<file path="src/rtl/latch_stim_tx_if.sv">
// Handshake and latch-side signal bundle for latch_stim_tx.
// The producer uses the master modport; the serializer uses the slave modport.
interface latch_stim_tx_if #(
  parameter int WIDTH = 8
);
  logic [WIDTH-1:0] tx_data;
  logic             tx_valid;
  logic             tx_ready;
  logic             abort;
  logic             D;
  logic             enable;
  logic             busy;
  logic             done;

  modport master (
    output tx_data, tx_valid, abort,
    input  tx_ready, D, enable, busy, done
  );

  modport slave (
    input  tx_data, tx_valid, abort,
    output tx_ready, D, enable, busy, done
  );
endinterface

</file>
<file path="src/rtl/latch_stim_tx.sv">
// Serializes a parallel word onto D with an enable strobe that is high only
// in the second half of each bit, so a gated latch chain captures stable data.
//
// state   | meaning
// IDLE    | waiting for tx_valid; tx_ready high, D/enable low
// SHIFT   | driving bits, BIT_CYCLES cycles each
// GAP     | one-cycle done pulse before returning to IDLE
module latch_stim_tx #(
  parameter int WIDTH      = 8,
  parameter int BIT_CYCLES = 4,
  parameter int MSB_FIRST  = 1
) (
  input  logic              clock,
  input  logic              reset,
  latch_stim_tx_if.slave    stim
);

  localparam logic [1:0] S_IDLE  = 2'd0;
  localparam logic [1:0] S_SHIFT = 2'd1;
  localparam logic [1:0] S_GAP   = 2'd2;

  localparam int CW = (BIT_CYCLES > 1) ? $clog2(BIT_CYCLES) : 1;
  localparam int BW = (WIDTH > 1) ? $clog2(WIDTH) : 1;

  localparam logic [CW-1:0] CYC_LAST = CW'(BIT_CYCLES - 1);
  localparam logic [CW-1:0] CYC_HALF = CW'(BIT_CYCLES / 2);
  localparam logic [BW-1:0] BIT_LAST = BW'(WIDTH - 1);

  logic [1:0]       r_state;
  logic [WIDTH-1:0] r_shift;
  logic [BW-1:0]    r_bit_cnt;
  logic [CW-1:0]    r_cyc_cnt;
  logic             r_d;
  logic             r_enable;
  logic             r_done;

  logic [WIDTH-1:0] w_shift_next;
  logic [CW-1:0]    w_cyc_inc;

  function automatic logic head_bit(input logic [WIDTH-1:0] x);
    return (MSB_FIRST != 0) ? x[WIDTH-1] : x[0];
  endfunction

  assign w_shift_next = (MSB_FIRST != 0) ? (r_shift << 1) : (r_shift >> 1);
  assign w_cyc_inc    = r_cyc_cnt + 1'b1;

  // D and enable are registered from the next-state decision so they line
  // up with the counters of the cycle they describe.
  always_ff @(posedge clock) begin
    if (!reset) begin
      r_state   <= S_IDLE;
      r_shift   <= '0;
      r_bit_cnt <= '0;
      r_cyc_cnt <= '0;
      r_d       <= 1'b0;
      r_enable  <= 1'b0;
      r_done    <= 1'b0;
    end else begin
      r_done <= 1'b0;
      case (r_state)
        S_IDLE: begin
          r_d      <= 1'b0;
          r_enable <= 1'b0;
          if (stim.tx_valid && !stim.abort) begin
            r_state   <= S_SHIFT;
            r_shift   <= stim.tx_data;
            r_bit_cnt <= '0;
            r_cyc_cnt <= '0;
            r_d       <= head_bit(stim.tx_data);
          end
        end
        S_SHIFT: begin
          if (stim.abort) begin
            r_state  <= S_IDLE;
            r_d      <= 1'b0;
            r_enable <= 1'b0;
          end else if (r_cyc_cnt == CYC_LAST) begin
            r_cyc_cnt <= '0;
            r_enable  <= 1'b0;
            r_shift   <= w_shift_next;
            if (r_bit_cnt == BIT_LAST) begin
              r_state   <= S_GAP;
              r_bit_cnt <= '0;
              r_d       <= 1'b0;
              r_done    <= 1'b1;
            end else begin
              r_bit_cnt <= r_bit_cnt + 1'b1;
              r_d       <= head_bit(w_shift_next);
            end
          end else begin
            r_cyc_cnt <= w_cyc_inc;
            r_enable  <= (w_cyc_inc >= CYC_HALF);
          end
        end
        S_GAP: begin
          r_state  <= S_IDLE;
          r_d      <= 1'b0;
          r_enable <= 1'b0;
        end
        default: begin
          r_state  <= S_IDLE;
          r_d      <= 1'b0;
          r_enable <= 1'b0;
        end
      endcase
    end
  end

  assign stim.tx_ready = (r_state == S_IDLE);
  assign stim.busy     = (r_state == S_SHIFT) || (r_state == S_GAP);
  assign stim.D        = r_d;
  assign stim.enable   = r_enable;
  assign stim.done     = r_done;

endmodule
</file>
<file path="src/flat_wrapper.sv">
// flat-port wrapper written by rule: the top's interface ports become plain ports
module latch_stim_tx_flat 
#(
  parameter int WIDTH      = 8,
  parameter int BIT_CYCLES = 4,
  parameter int MSB_FIRST  = 1
)
  (clock, reset, stim_tx_data, stim_tx_valid, stim_abort, stim_tx_ready, stim_D, stim_enable, stim_busy, stim_done);
  latch_stim_tx_if #(.WIDTH(WIDTH)) stim_i ();
  input  logic clock;
  input  logic reset;
  input wire logic [$bits(stim_i.tx_data)-1:0] stim_tx_data;
  input wire logic [$bits(stim_i.tx_valid)-1:0] stim_tx_valid;
  input wire logic [$bits(stim_i.abort)-1:0] stim_abort;
  output wire logic [$bits(stim_i.tx_ready)-1:0] stim_tx_ready;
  output wire logic [$bits(stim_i.D)-1:0] stim_D;
  output wire logic [$bits(stim_i.enable)-1:0] stim_enable;
  output wire logic [$bits(stim_i.busy)-1:0] stim_busy;
  output wire logic [$bits(stim_i.done)-1:0] stim_done;
  assign stim_i.tx_data = stim_tx_data;
  assign stim_i.tx_valid = stim_tx_valid;
  assign stim_i.abort = stim_abort;
  assign stim_tx_ready = stim_i.tx_ready;
  assign stim_D = stim_i.D;
  assign stim_enable = stim_i.enable;
  assign stim_busy = stim_i.busy;
  assign stim_done = stim_i.done;
  latch_stim_tx #(.WIDTH(WIDTH), .BIT_CYCLES(BIT_CYCLES), .MSB_FIRST(MSB_FIRST)) u_core (.clock(clock), .reset(reset), .stim(stim_i));
endmodule
</file>
<file path="config.mk">
export PLATFORM = sky130hd
export DESIGN_NAME = latch_stim_tx_flat
export DESIGN_NICKNAME = d
export VERILOG_FILES = /design/src/rtl/latch_stim_tx_if.sv /design/src/rtl/latch_stim_tx.sv /design/src/flat_wrapper.sv
export SDC_FILE = /design/constraint.sdc
export NUM_CORES = 1
export LEC_CHECK = 0
export CORE_ASPECT_RATIO = 0.6
export CORE_MARGIN = 2
export CORE_UTILIZATION = 40
export CTS_CLUSTER_DIAMETER = 50
export DETAILED_ROUTE_END_ITERATION = 16
export SLEW_MARGIN = 20
export SYNTH_ARGS = -nofsm -noshare
export SYNTH_HDL_FRONTEND = slang
export SYNTH_SLANG_ARGS = --single-unit
export TNS_END_PERCENT = 20
</file>
<file path="constraint.sdc">
create_clock -name clock -period 2.17 [get_ports clock]
set_input_delay 0.217 -clock clock [delete_from_list [all_inputs] [get_ports clock]]
set_output_delay 0.217 -clock clock [all_outputs]
set_load 0.01 [all_outputs]
</file>
# Yosys cells after proc, flatten, opt, wreduce, memory -nomap -nowiden
# Cells that the tools add are included.
# totals
word_cells,56
output_inout_bits,5
register_bits,17
in_bits,12
# classes
bitwise,3
n_mux,24
n_reduce_logical,10
n_addsub,2
eq_ne,9
n_lt_le_gt_ge,1
# ops
op,count
two-way mux 7 bit,3
two-way mux 2 bit,7
case mux 7 bit (2 select lines),1
two-way mux 3 bit,4
case mux 2 bit (2 select lines),2
OR reduction 4 bit,2
!= test 3 x 2 -> 1 bit (second input constant),2
case mux 3 bit (2 select lines),1
AND reduction 3 bit,2
two-way mux 1 bit,5
equality test 2 bit (second input constant),2
!= test 2 x 1 -> 1 bit (second input constant),2
AND reduction 4 bit,1
adder 3 x 1 -> 3 bit (second input constant),1
equality test 3 bit (second input constant),1
inverter 1 bit,3
adder 2 x 1 -> 2 bit (second input constant),1
equality test 2 x 1 -> 1 bit (second input constant),1
>= comparator 2 bit (second input constant),1
zero test 2 bit,1
!= test 2 bit (second input constant),1
case mux 1 bit (2 select lines),1
nonzero test 2 bit,1
logical AND 1 bit,1
2 further kinds,2

# Logic depth before layout (Yosys ltp)
# Gate-level depths: netlist (run 1).
# logic_depth
ltp_word,5
ltp_mapped,7
depth_no_buf,5

# Least setup slack after synthesis (run 1)
# OpenSTA, ideal clock, no wires.
# synth_timing
path_type,register -> register
startpoint,register u_core.r_state[0]
endpoint,register u_core.r_bit_cnt[0]
setup_time_ns,0.118
t_arrival_ns,1.467
path_buffers,2
stages_incl_launch_ff,8
slack_ns,0.585
required_ns,2.052
synth_period_minus_slack_ns,1.585
cell_sequence,dfxtp_1 -> inv_1 -> ha_1 -> buf_6 -> nor2b_4 -> or3_1 -> buf_6 -> mux2i_1
# synth_via
elab_chain_cells,3
word_cells_on_any_way,8
classes_between,eq/ne (4); mux (1); reduce/logical (3)
# synth_lines
element,line_no,text
"start, declared",latch_stim_tx.sv:29,logic [1:0] r_state;
"start signal, assigned",latch_stim_tx.sv:51,r_state <= S_IDLE;
"start signal, assigned",latch_stim_tx.sv:65,r_state <= S_SHIFT;
"start signal, assigned",latch_stim_tx.sv:74,r_state <= S_IDLE;
zero test 2 bit (*),-,
named net stim_tx_ready,flat_wrapper.sv:15,output wire logic [$bits(stim_i.tx_ready)-1:0] stim_tx_ready;
!= test 2 x 1 -> 1 bit (no source line) / nonzero test 2 bit (equally long branches),-,
AND reduction 4 bit (no source line),-,
"end signal, assigned",latch_stim_tx.sv:87,r_bit_cnt <= r_bit_cnt + 1'b1;
"end, declared",latch_stim_tx.sv:31,logic [BW-1:0] r_bit_cnt;
# Mark *: on every way through the listed nets, which the timed path passes. The rest lies on a longest branch.
# A chain may end at the register's enable or synchronous reset.

# Worst setup path after layout (run 1)
# layout_timing
startpoint,register u_core.r_state[1]
endpoint,output stim_tx_ready
# layout_via
elab_chain_cells,1
# layout_lines
element,line_no,text
zero test 2 bit,latch_stim_tx.sv:109,assign stim.tx_ready = (r_state == S_IDLE);
"end, declared",flat_wrapper.sv:15,
# Every way passes these cells.

==> results_dict.tcl, run 1 <==
set metrics [dict create \
    clock_latency_ns 0.25 \
    dp.cells 144 \
    drtPass1Iterations 4 \
    gp_congestion 0.716 \
    synth_top_cell_area_share 0.365 \
    p_total_uw 881 \
    required_ns 1.95 \
    power_density_mw_per_mm2 766 \
    place.port_buffers 16 \
    htreeDepth 1 \
    startpoint "u_core.r_state[1]$_SDFFE_PN0P_" \
    yosysTopAreaCell "dfxtp_1" \
    start_util 0.428 \
    fillCellCount 219 \
    cts_tree "yes" \
    hold_buffers 0 \
    antenna_found_initial 0 \
    cp_max_fo 9 \
    die_w_um 66.3 \
    core_mm2 0.00218 \
    min_period_ns 1.79 \
    worstRegToRegCells 5 \
    async_flop_share 0 \
    reg2reg_from "u_core.r_state[0]$_SDFFE_PN0P_" \
    row_count 13 \
    critical_path.endpoint "stim_tx_ready" \
    viasPerCell 4.96 \
    grt_usage 0.155 \
    grt_setup_unrepaired "false" \
    yosys-top-cells-area "dfxtp_1, mux2i_1, nand2_1" \
    ir_drop_mv 0.383 \
    synthTopCellsByCount "nand2_1, dfxtp_1, mux2i_1" \
    finalSetupViolCount 0 \
    crit_arrival_ns 1.58 \
    rrSetupSlack_ns 0.44 \
    postCtsSetupRepairBufs 0 \
    drc_errors 0 \
    wl_per_cell_um 12.4 \
    yosysSeqAreaShare 0.365 \
    cts_resized 0 \
    yosysWarnings 0 \
    synth_edf_count 0 \
    pwr-share-seq 0.403 \
    overflow 0 \
    max-cap-violations 0 \
    synth_area_um2 932 \
    cp_top_family "buffers and inverters" \
    fin_area_mm2 0.00115 \
    slowest_stage "clkdlybuf4s50_1" \
    cellLeakagePower_uw 0.000502 \
    fin_util 0.528 \
    swShare 0.289 \
    hp-class "flop to flop" \
    cts_buffer_depth 2 \
    critPathMaxStageDelay_ns 0.60 \
    cp.depth 3 \
    die_area_mm2 0.00275 \
    grt_pass1_wl_um 3020 \
    clock_sinks 17 \
    switching_power_uw 255 \
    slew_headroom 0.733 \
    wirelength_um 1840 \
    timing.final.max_slew_violations 0 \
    synth.avg_cell_area_um2 9.23 \
    drive_above_1_share 0.136 \
    cp-start-kind "flop" \
    antenna_left 0 \
    p_int_uw 627 \
    grt_pass1_vias 670 \
    grt_max_degree 26 \
    post-route-period-util 0.827 \
    ys_dominant_reg_cell "dfxtp_1" \
    critical_path_buf_inv_count 2 \
    yosysUniqueCellTypes 30 \
    combPwrFrac 0.328 \
    instances_no_fill 148 \
    ioPinCount 17 \
    syn_to_final_growth_pct 23.5 \
    drt_iter0_drc 22 \
    nNetsFinal 136 \
    synth-seq-cells 17 \
    via_count 734 \
    antenna_cells 0 \
    timing.rr.end "u_core.r_shift[2]$_SDFFE_PN0P_" \
    syn-num-nets 118 \
    dpl_cell_area_mm2 0.00111 \
    outcome "complete, no violations" \
    pwr-share-clk 0.269 \
    crit_chain "inv_1, ha_1, clkdlybuf4s50_1" \
    synth_cells 101 \
    fmax_mhz 557 \
    endpoint_kind "output port" \
    path_class "flop to output port" \
    clkTransAtPathRegs_ns 0.07 \
    numCtsBuffers 3 \
    tns_ns 0 \
    skew_ns 0.00142 \
    final_hold_viol_count 0 \
    tightest_slew_ns 0.397 \
    dp_hpwl_um 1350 \
    fp.dieH_um 41.4 \
    yosysMostFrequentCell "nand2_1" \
    cts-root-buf "clkbuf_8" \
]
[cell families (layout without fill, tap and decap cells)]
family | count (synthesis) | after routing | share of synthesized area
AO/OA/AOI/OAI | 10 | 10 | 0.0725
adder cells (fa/ha/maj) | 5 | 5 | 0.0671
buffers and inverters | 11 | 28 | 0.0738
flip-flops | 17 | 17 | 0.365
multiplexers | 18 | 18 | 0.201
AND/OR/NAND/NOR | 40 | 40 | 0.220
[cells in the final DEF (no fill, tap or decap), types with 2 or more instances in the layout]
| cell | n |
|---|---|
| dfxtp_1 | 17 |
| clkbuf_8 | 3 |
| o21ai_0 | 2 |
| o22ai_1 | 2 |
| inv_1 | 4 |
| nand2_1 | 21 |
| a211oi_1 | 2 |
| nor2b_1 | 2 |
| nor3_1 | 2 |
| nand3_1 | 3 |
| mux2i_1 | 12 |
| mux2_2 | 6 |
| nand2b_1 | 2 |
| ha_1 | 5 |
| buf_4 | 4 |
| clkdlybuf4s50_1 | 16 |
| or3_1 | 2 |
[worst min-delay path, stage by stage, from the launching register on]
cell	delay (ns)
dfxtp_1	0.32
nand2_1	0.05
mux2i_1	0.05
[how the worst min path moves through the flow]
stage | slack, ns | cells past startpoint | startpoint | to
final | 0.46 | 2 | u_core.r_shift[3]$_SDFFE_PN0P_ | u_core.r_shift[3]$_SDFFE_PN0P_
after floorplan | 0.38 | 2 | stim_tx_valid | u_core.stim.D$_SDFFE_PN0P_
after CTS | 0.46 | 2 | u_core.r_shift[3]$_SDFFE_PN0P_ | u_core.r_shift[3]$_SDFFE_PN0P_
after global placement | 0.44 | 2 | u_core.r_shift[5]$_SDFFE_PN0P_ | u_core.r_shift[5]$_SDFFE_PN0P_
after global routing | 0.49 | 2 | u_core.r_cyc_cnt[1]$_SDFFE_PN0P_ | u_core.r_cyc_cnt[1]$_SDFFE_PN0P_
after detailed placement | 0.45 | 2 | u_core.r_shift[3]$_SDFFE_PN0P_ | u_core.r_shift[3]$_SDFFE_PN0P_
[layout make-up]
class | count | area [um^2] | share of cell area
Sequential cell | 17 | 340 | 0.296
Tap cell | 30 | 37.5 | 0.0326
Multi-Input combinational cell | 73 | 523 | 0.454
Inverter | 4 | 15.0 | 0.0130
Timing Repair Buffer | 20 | 190 | 0.165
Clock buffer | 4 | 45.0 | 0.0391
[state kept, by name, indices dropped and copies added (netlist names)]
register	count
u_core.r_cyc_cnt	2
u_core.r_bit_cnt	3
u_core.r_state	2
u_core.stim.D	1
u_core.r_shift	7
u_core.stim.enable	1
u_core.stim.done	1
[power by group through the flow]
stage | Sequential (uW) | Combinational (uW) | Clock, uW
after floorplan | 358 | 223 | 0
after global placement | 360 | 289 | 0
after detailed placement | 362 | 288 | 0
after CTS | 355 | 289 | 249
after global routing | 359 | 314 | 261
final | 355 | 289 | 237
[metrics by stage]
step                setup WS [ns]  hold slack, ns
global route                0.282           0.489
global placement            0.482           0.442
CTS                         0.364           0.461
finish                      0.376           0.464
floorplan                   0.585           0.383
detailed placement          0.461           0.452
[metal layers]
metal,routed length [um],up-vias,GRT usage
met2,791,21,0.260
li1,-,383,-
met5,0,-,0
met4,13,0,0.0306
met3,103,2,0.0645
met1,927,328,0.192
Note: power is estimated with default switching activity, not from simulation.
==> run 2, diff against run 1 <==
clock period = 1.7 ns   (was 2.17 ns; I/O delays follow)
==> run 2 against run 1 <==
Clock skew is 0.0049 ns higher. Die area stayed put. Via count is 0.54% higher. Critical endpoint is now stim_busy. Largest cell class unchanged.
==> results_dict.tcl, run 2 (synthesized netlist as in run 1, its figures left out) <==
set metrics [dict create \
    nNetsFinal 140 \
    timing.final.max_slew_violations 0 \
    drtPass1Iterations 4 \
    cts-root-buf "clkbuf_8" \
    drc_errors 0 \
    fin_worst_hold_slack_ns 0.458 \
    grt_max_degree 26 \
    die_w_um 66.3 \
    final_hold_viol_count 0 \
    drive_above_1_share 0.172 \
    mostFrequentLayoutCell "nand2_1" \
    rrSetupSlack_ns 0.11 \
    cts_tree "yes" \
    clock_latency_ns 0.26 \
    power_density_mw_per_mm2 961 \
    largest_reg_flops 7 \
    endpoint_kind "output port" \
    wl_per_cell_um 12.1 \
    outcome "complete, no violations" \
    hp-class "flop to flop" \
    syn_to_final_growth_pct 28.5 \
    ir_drop_mv 0.483 \
    cp-start-kind "flop" \
    ioPinCount 17 \
    reg_top3 "u_core.r_shift x7, u_core.r_bit_cnt x3" \
    reg2reg_from "u_core.r_state[0]$_SDFFE_PN0P_" \
    largest_register "u_core.r_shift" \
    grt_pass1_vias 653 \
    antenna_cells 0 \
    place.port_buffers 16 \
    worstRegToRegCells 6 \
    htreeDepth 1 \
    gp_congestion 0.753 \
    layout_common_cells "nand2_1, dfxtp_1, clkdlybuf4s50_1" \
    required_ns 1.53 \
    cp_max_fo 3 \
    slew_headroom 0.765 \
    path_class "flop to output port" \
    skew_ns 0.00629 \
    drt_iter0_drc 47 \
    antenna_found_initial 0 \
    clock_sinks 17 \
    tns_ns 0 \
    grt_setup_unrepaired "false" \
    wirelength_um 1840 \
    finalSetupViolCount 0 \
    overflow 0 \
    hp-start "u_core.r_shift[3]$_SDFFE_PN0P_" \
    core_mm2 0.00218 \
    die_area_mm2 0.00275 \
    tightest_slew_ns 0.350 \
    max-cap-violations 0 \
    min_period_ns 1.63 \
    start_util 0.428 \
    fillCellCount 210 \
    fmax_mhz 613 \
    row_count 13 \
    fin_area_mm2 0.00120 \
    crit_arrival_ns 1.46 \
    antenna_left 0 \
    multiInputGateArea_um2 528 \
    holdPathEnd "u_core.r_shift[3]$_SDFFE_PN0P_" \
    post-route-period-util 0.959 \
    viasPerCell 4.86 \
    numCtsBuffers 3 \
    crit_chain "inv_1, ha_1, clkdlybuf4s50_1" \
    final-seq-area_um2 340 \
    dpl_cell_area_mm2 0.00115 \
    critPathMaxStageDelay_ns 0.53 \
    via_count 738 \
    hold_buffers 0 \
    grt_pass1_wl_um 2960 \
    dp_hpwl_um 1340 \
    cellLeakagePower_uw 0.000525 \
    clkTransAtPathRegs_ns 0.07 \
    grt_usage 0.157 \
    slowest_stage "clkdlybuf4s50_1" \
    timing.rr.end "u_core.r_cyc_cnt[0]$_SDFFE_PN0P_" \
    fp.dieH_um 41.4 \
    cts_buffer_depth 2 \
    hold_depth 2 \
]
-- run 2: changes by cell type in the layout (fill, tap and decap cells not counted), sizes merged --
cell / previous run / this run
dlygate4sd2: 0 / 1
buf: 4 / 8
clkdlybuf4s50: 16 / 15
-- run 2: worst max path at each step --
stage               cells past startpoint                            from  slack, ns                          endpoint
floorplan                               7  u_core.r_state[0]$_SDFFE_PN0P_       0.11  u_core.r_bit_cnt[0]$_SDFFE_PN0P_
global route                            3  u_core.r_state[0]$_SDFFE_PN0P_      0.007                         stim_busy
detailed placement                      4                   stim_tx_valid       0.08    u_core.r_shift[2]$_SDFFE_PN0P_
global placement                        4                   stim_tx_valid        0.1  u_core.r_bit_cnt[0]$_SDFFE_PN0P_
CTS                                     3  u_core.r_state[0]$_SDFFE_PN0P_       0.05                         stim_busy
finish                                  3  u_core.r_state[0]$_SDFFE_PN0P_       0.07                         stim_busy
-- run 2: cell type report --
class                   count  share of cell area
flip-flops and latches     17               0.284
multi-input cells          73               0.441
inverters                   4              0.0125
well taps                  30              0.0313
repair buffers             24               0.193
clock buffers               4              0.0376
-- run 2: per-stage QoR --
step                worst slack [ns]  std cells  total power [uW]   util
floorplan                      0.115        101               742      -
global placement              0.0983        148               852  0.527
detailed placement            0.0773        148               854  0.527
CTS                           0.0493        152              1160  0.547
global route                 0.00696        152              1210  0.549
finish                        0.0697        152              1150  0.549
-- run 2: layer usage --
| metal | vias up | global-route usage | routed length (um) |
|---|---|---|---|
| li1 | 388 | - | - |
| met1 | 330 | 0.192 | 925 |
| met2 | 15 | 0.250 | 772 |
| met3 | 5 | 0.0672 | 103 |
| met4 | 0 | 0.0612 | 40 |
| met5 | - | 0 | 0 |
-- run 2: timing repair --
| item | 4_1_cts | 5_1_grt |
|---|---|---|
| setup endpoints to repair | 1 | 4 |
| setup buffers | 0 | 0 |
| pin swaps | 0 | 0 |
| gates resized for setup | 1 | 1 |
-- run 2: power by group --
part / internal (uW) / leakage (uW) / switching (uW)
Clock: 167 / 0.0000228 / 140
Sequential: 433 / 0.000138 / 19.2
Combinational: 218 / 0.000365 / 174
-- run 2: worst max-delay path, delay by kind of cell (launching register included) --
family,cells,cell delay [ns]
buffers and inverters,2,0.58
DFF,1,0.36
adders and majority gates,1,0.27
==> run 3, diff against run 2 <==
CELL_PAD_IN_SITES_DETAIL_PLACEMENT = 1   (was unset)
CELL_PAD_IN_SITES_GLOBAL_PLACEMENT = 2   (was unset)
CORE_UTILIZATION = 30   (was 40)
CTS_CLUSTER_DIAMETER = 40   (was 50)
PLACE_DENSITY_LB_ADDON = 0.1   (was unset)
==> run 3 against run 2 <==
Critical path depth rose by 2. Critical path type is now flop to flop. Total power increased by 1.2%. Die area increased by 31%. Maximum frequency increased by 3.1%. First-iteration DRC count decreased by 51%. Core utilization fell by 13 points. Register-to-register slack about the same. Sequential share of layout area shrank 0.64 points. Combinational power grew 4%. Cell area increased by 2.3%.
==> results_dict.tcl, run 3 (synthesized netlist as in run 1, its figures left out) <==
set metrics [dict create \
    grt_setup_unrepaired "false" \
    cts-root-buf "clkbuf_8" \
    hp-class "flop to flop" \
    reg2reg_from "u_core.r_state[1]$_SDFFE_PN0P_" \
    min_period_ns 1.58 \
    start_util 0.320 \
    cellLeakagePower_uw 0.000539 \
    syn_to_final_growth_pct 31.4 \
    holdPathEnd "u_core.r_shift[5]$_SDFFE_PN0P_" \
    finalSetupViolCount 0 \
    slowest_stage "or4b_2" \
    wl_per_cell_um 13.5 \
    largest_reg_flops 7 \
    grt_max_degree 26 \
    overflow 0 \
    skew_ns 0.00112 \
    grt_pass1_wl_um 3740 \
    cp_top_family "simple AND/OR/NAND/NOR gates" \
    wirelength_um 2210 \
    path_class "flop to flop" \
    reg_top3 "u_core.r_shift x7, u_core.r_bit_cnt x3" \
    post-place-ws_ns 0.0712 \
    htreeDepth 1 \
    mostFrequentLayoutCell "nand2_1" \
    cp-start-kind "flop" \
    cts_tree "yes" \
    gp_congestion 0.707 \
    fin_ws_ns 0.118 \
    drc_errors 0 \
    antenna_cells 0 \
    fp.dieH_um 47.2 \
    instances_no_fill 164 \
    place.port_buffers 16 \
    power_density_mw_per_mm2 951 \
    critPathMaxStageDelay_ns 0.59 \
    critical_path_buf_inv_count 2 \
    postCtsSetupRepairBufs 0 \
    required_ns 1.88 \
    ioPinCount 17 \
    ir_drop_mv 0.306 \
    die_area_mm2 0.00358 \
    viasPerCell 4.68 \
    layout_common_cells "nand2_1, dfxtp_1, clkdlybuf4s50_1" \
    cp_max_fo 17 \
    grt_pass1_vias 788 \
    drive_above_1_share 0.197 \
    largest_register "u_core.r_shift" \
    rrSetupSlack_ns 0.12 \
    numCtsBuffers 3 \
    die_w_um 76.0 \
    fmax_mhz 632 \
    clock_sinks 17 \
    outcome "complete, no violations" \
    endpoint_kind "flop" \
    post-route-period-util 0.930 \
    hp-start "u_core.r_shift[5]$_SDFFE_PN0P_" \
    final_hold_viol_count 0 \
    dp.cells 160 \
    max-cap-violations 0 \
    grt_usage 0.140 \
    row_count 15 \
    timing.final.max_slew_violations 0 \
    clkTransAtPathRegs_ns 0.07 \
    antenna_found_initial 0 \
    clock_latency_ns 0.25 \
    crit_arrival_ns 1.77 \
    antenna_left 0 \
    via_count 768 \
    cts_buffer_depth 2 \
    hold_depth 2 \
    dp_hpwl_um 1600 \
    drt_iter0_drc 23 \
    timing.rr.end "u_core.r_bit_cnt[0]$_SDFFE_PN0P_" \
    tns_ns 0 \
    worstRegToRegCells 5 \
    nNetsFinal 140 \
    tightest_slew_ns 0.263 \
    drtPass1Iterations 4 \
    crit_chain "inv_1, ha_2, buf_12, or4b_2, mux2i_1" \
    core_mm2 0.00291 \
    slew_headroom 0.820 \
]
## run 3: final cells by class
| type | instances | area (um^2) |
|---|---|---|
| Sequential cell | 17 | 340 |
| Multi-Input combinational cell | 73 | 538 |
| Fill cell | 338 | 1680 |
| Clock buffer | 4 | 45.0 |
| Inverter | 4 | 15.0 |
| Timing Repair Buffer | 24 | 234 |
| Tap cell | 42 | 52.6 |
## run 3: metrics by stage
stage               hold slack [ns]  total power, uW  utilization  area [um^2]
floorplan                     0.336              742            -          932
finish                        0.463             1160        0.421         1220
global placement              0.442              859        0.400         1160
global route                  0.489             1250        0.421         1220
detailed placement            0.454              865        0.400         1160
CTS                           0.466             1170        0.416         1210
## run 3: power by group
part / internal [uW] / leakage [uW] / switching [uW]
Combinational: 221 / 0.000378 / 186
Clock: 166 / 0.0000228 / 138
Sequential: 433 / 0.000138 / 19.7
## run 3: routing by layer
layer | wire (um) | GRT usage | vias to the layer above
met1 | 1120 | 0.173 | 365
li1 | - | - | 389
met5 | 0 | 0 | -
met4 | 0 | 0.0327 | 0
met2 | 997 | 0.238 | 14
met3 | 92 | 0.0558 | 0
## run 3: worst max path at each step
stage	from	end	slack (ns)	cells past startpoint
final	u_core.r_state[1]$_SDFFE_PN0P_	u_core.r_bit_cnt[0]$_SDFFE_PN0P_	0.12	5
after global routing	u_core.r_state[0]$_SDFFE_PN0P_	u_core.r_cyc_cnt[0]$_SDFFE_PN0P_	0.01	6
after CTS	u_core.r_state[1]$_SDFFE_PN0P_	stim_busy	0.01	3
after detailed placement	stim_tx_valid	u_core.r_shift[2]$_SDFFE_PN0P_	0.07	4
after global placement	stim_tx_valid	u_core.r_shift[2]$_SDFFE_PN0P_	0.10	4
after floorplan	u_core.r_state[0]$_SDFFE_PN0P_	u_core.r_bit_cnt[0]$_SDFFE_PN0P_	0.11	7
## run 3: worst min-delay path, delay by kind of cell, from the launching register on
family,cells,cell delay [ns]
simple gates,1,0.05
mux,1,0.05
flops,1,0.31
## run 3: repair_timing
action,in CTS,in global routing
endpoints found under the setup margin,1,4
pin swaps,0,0
hold endpoints to repair,0,0
hold buffers,0,0
resized for setup,2,4
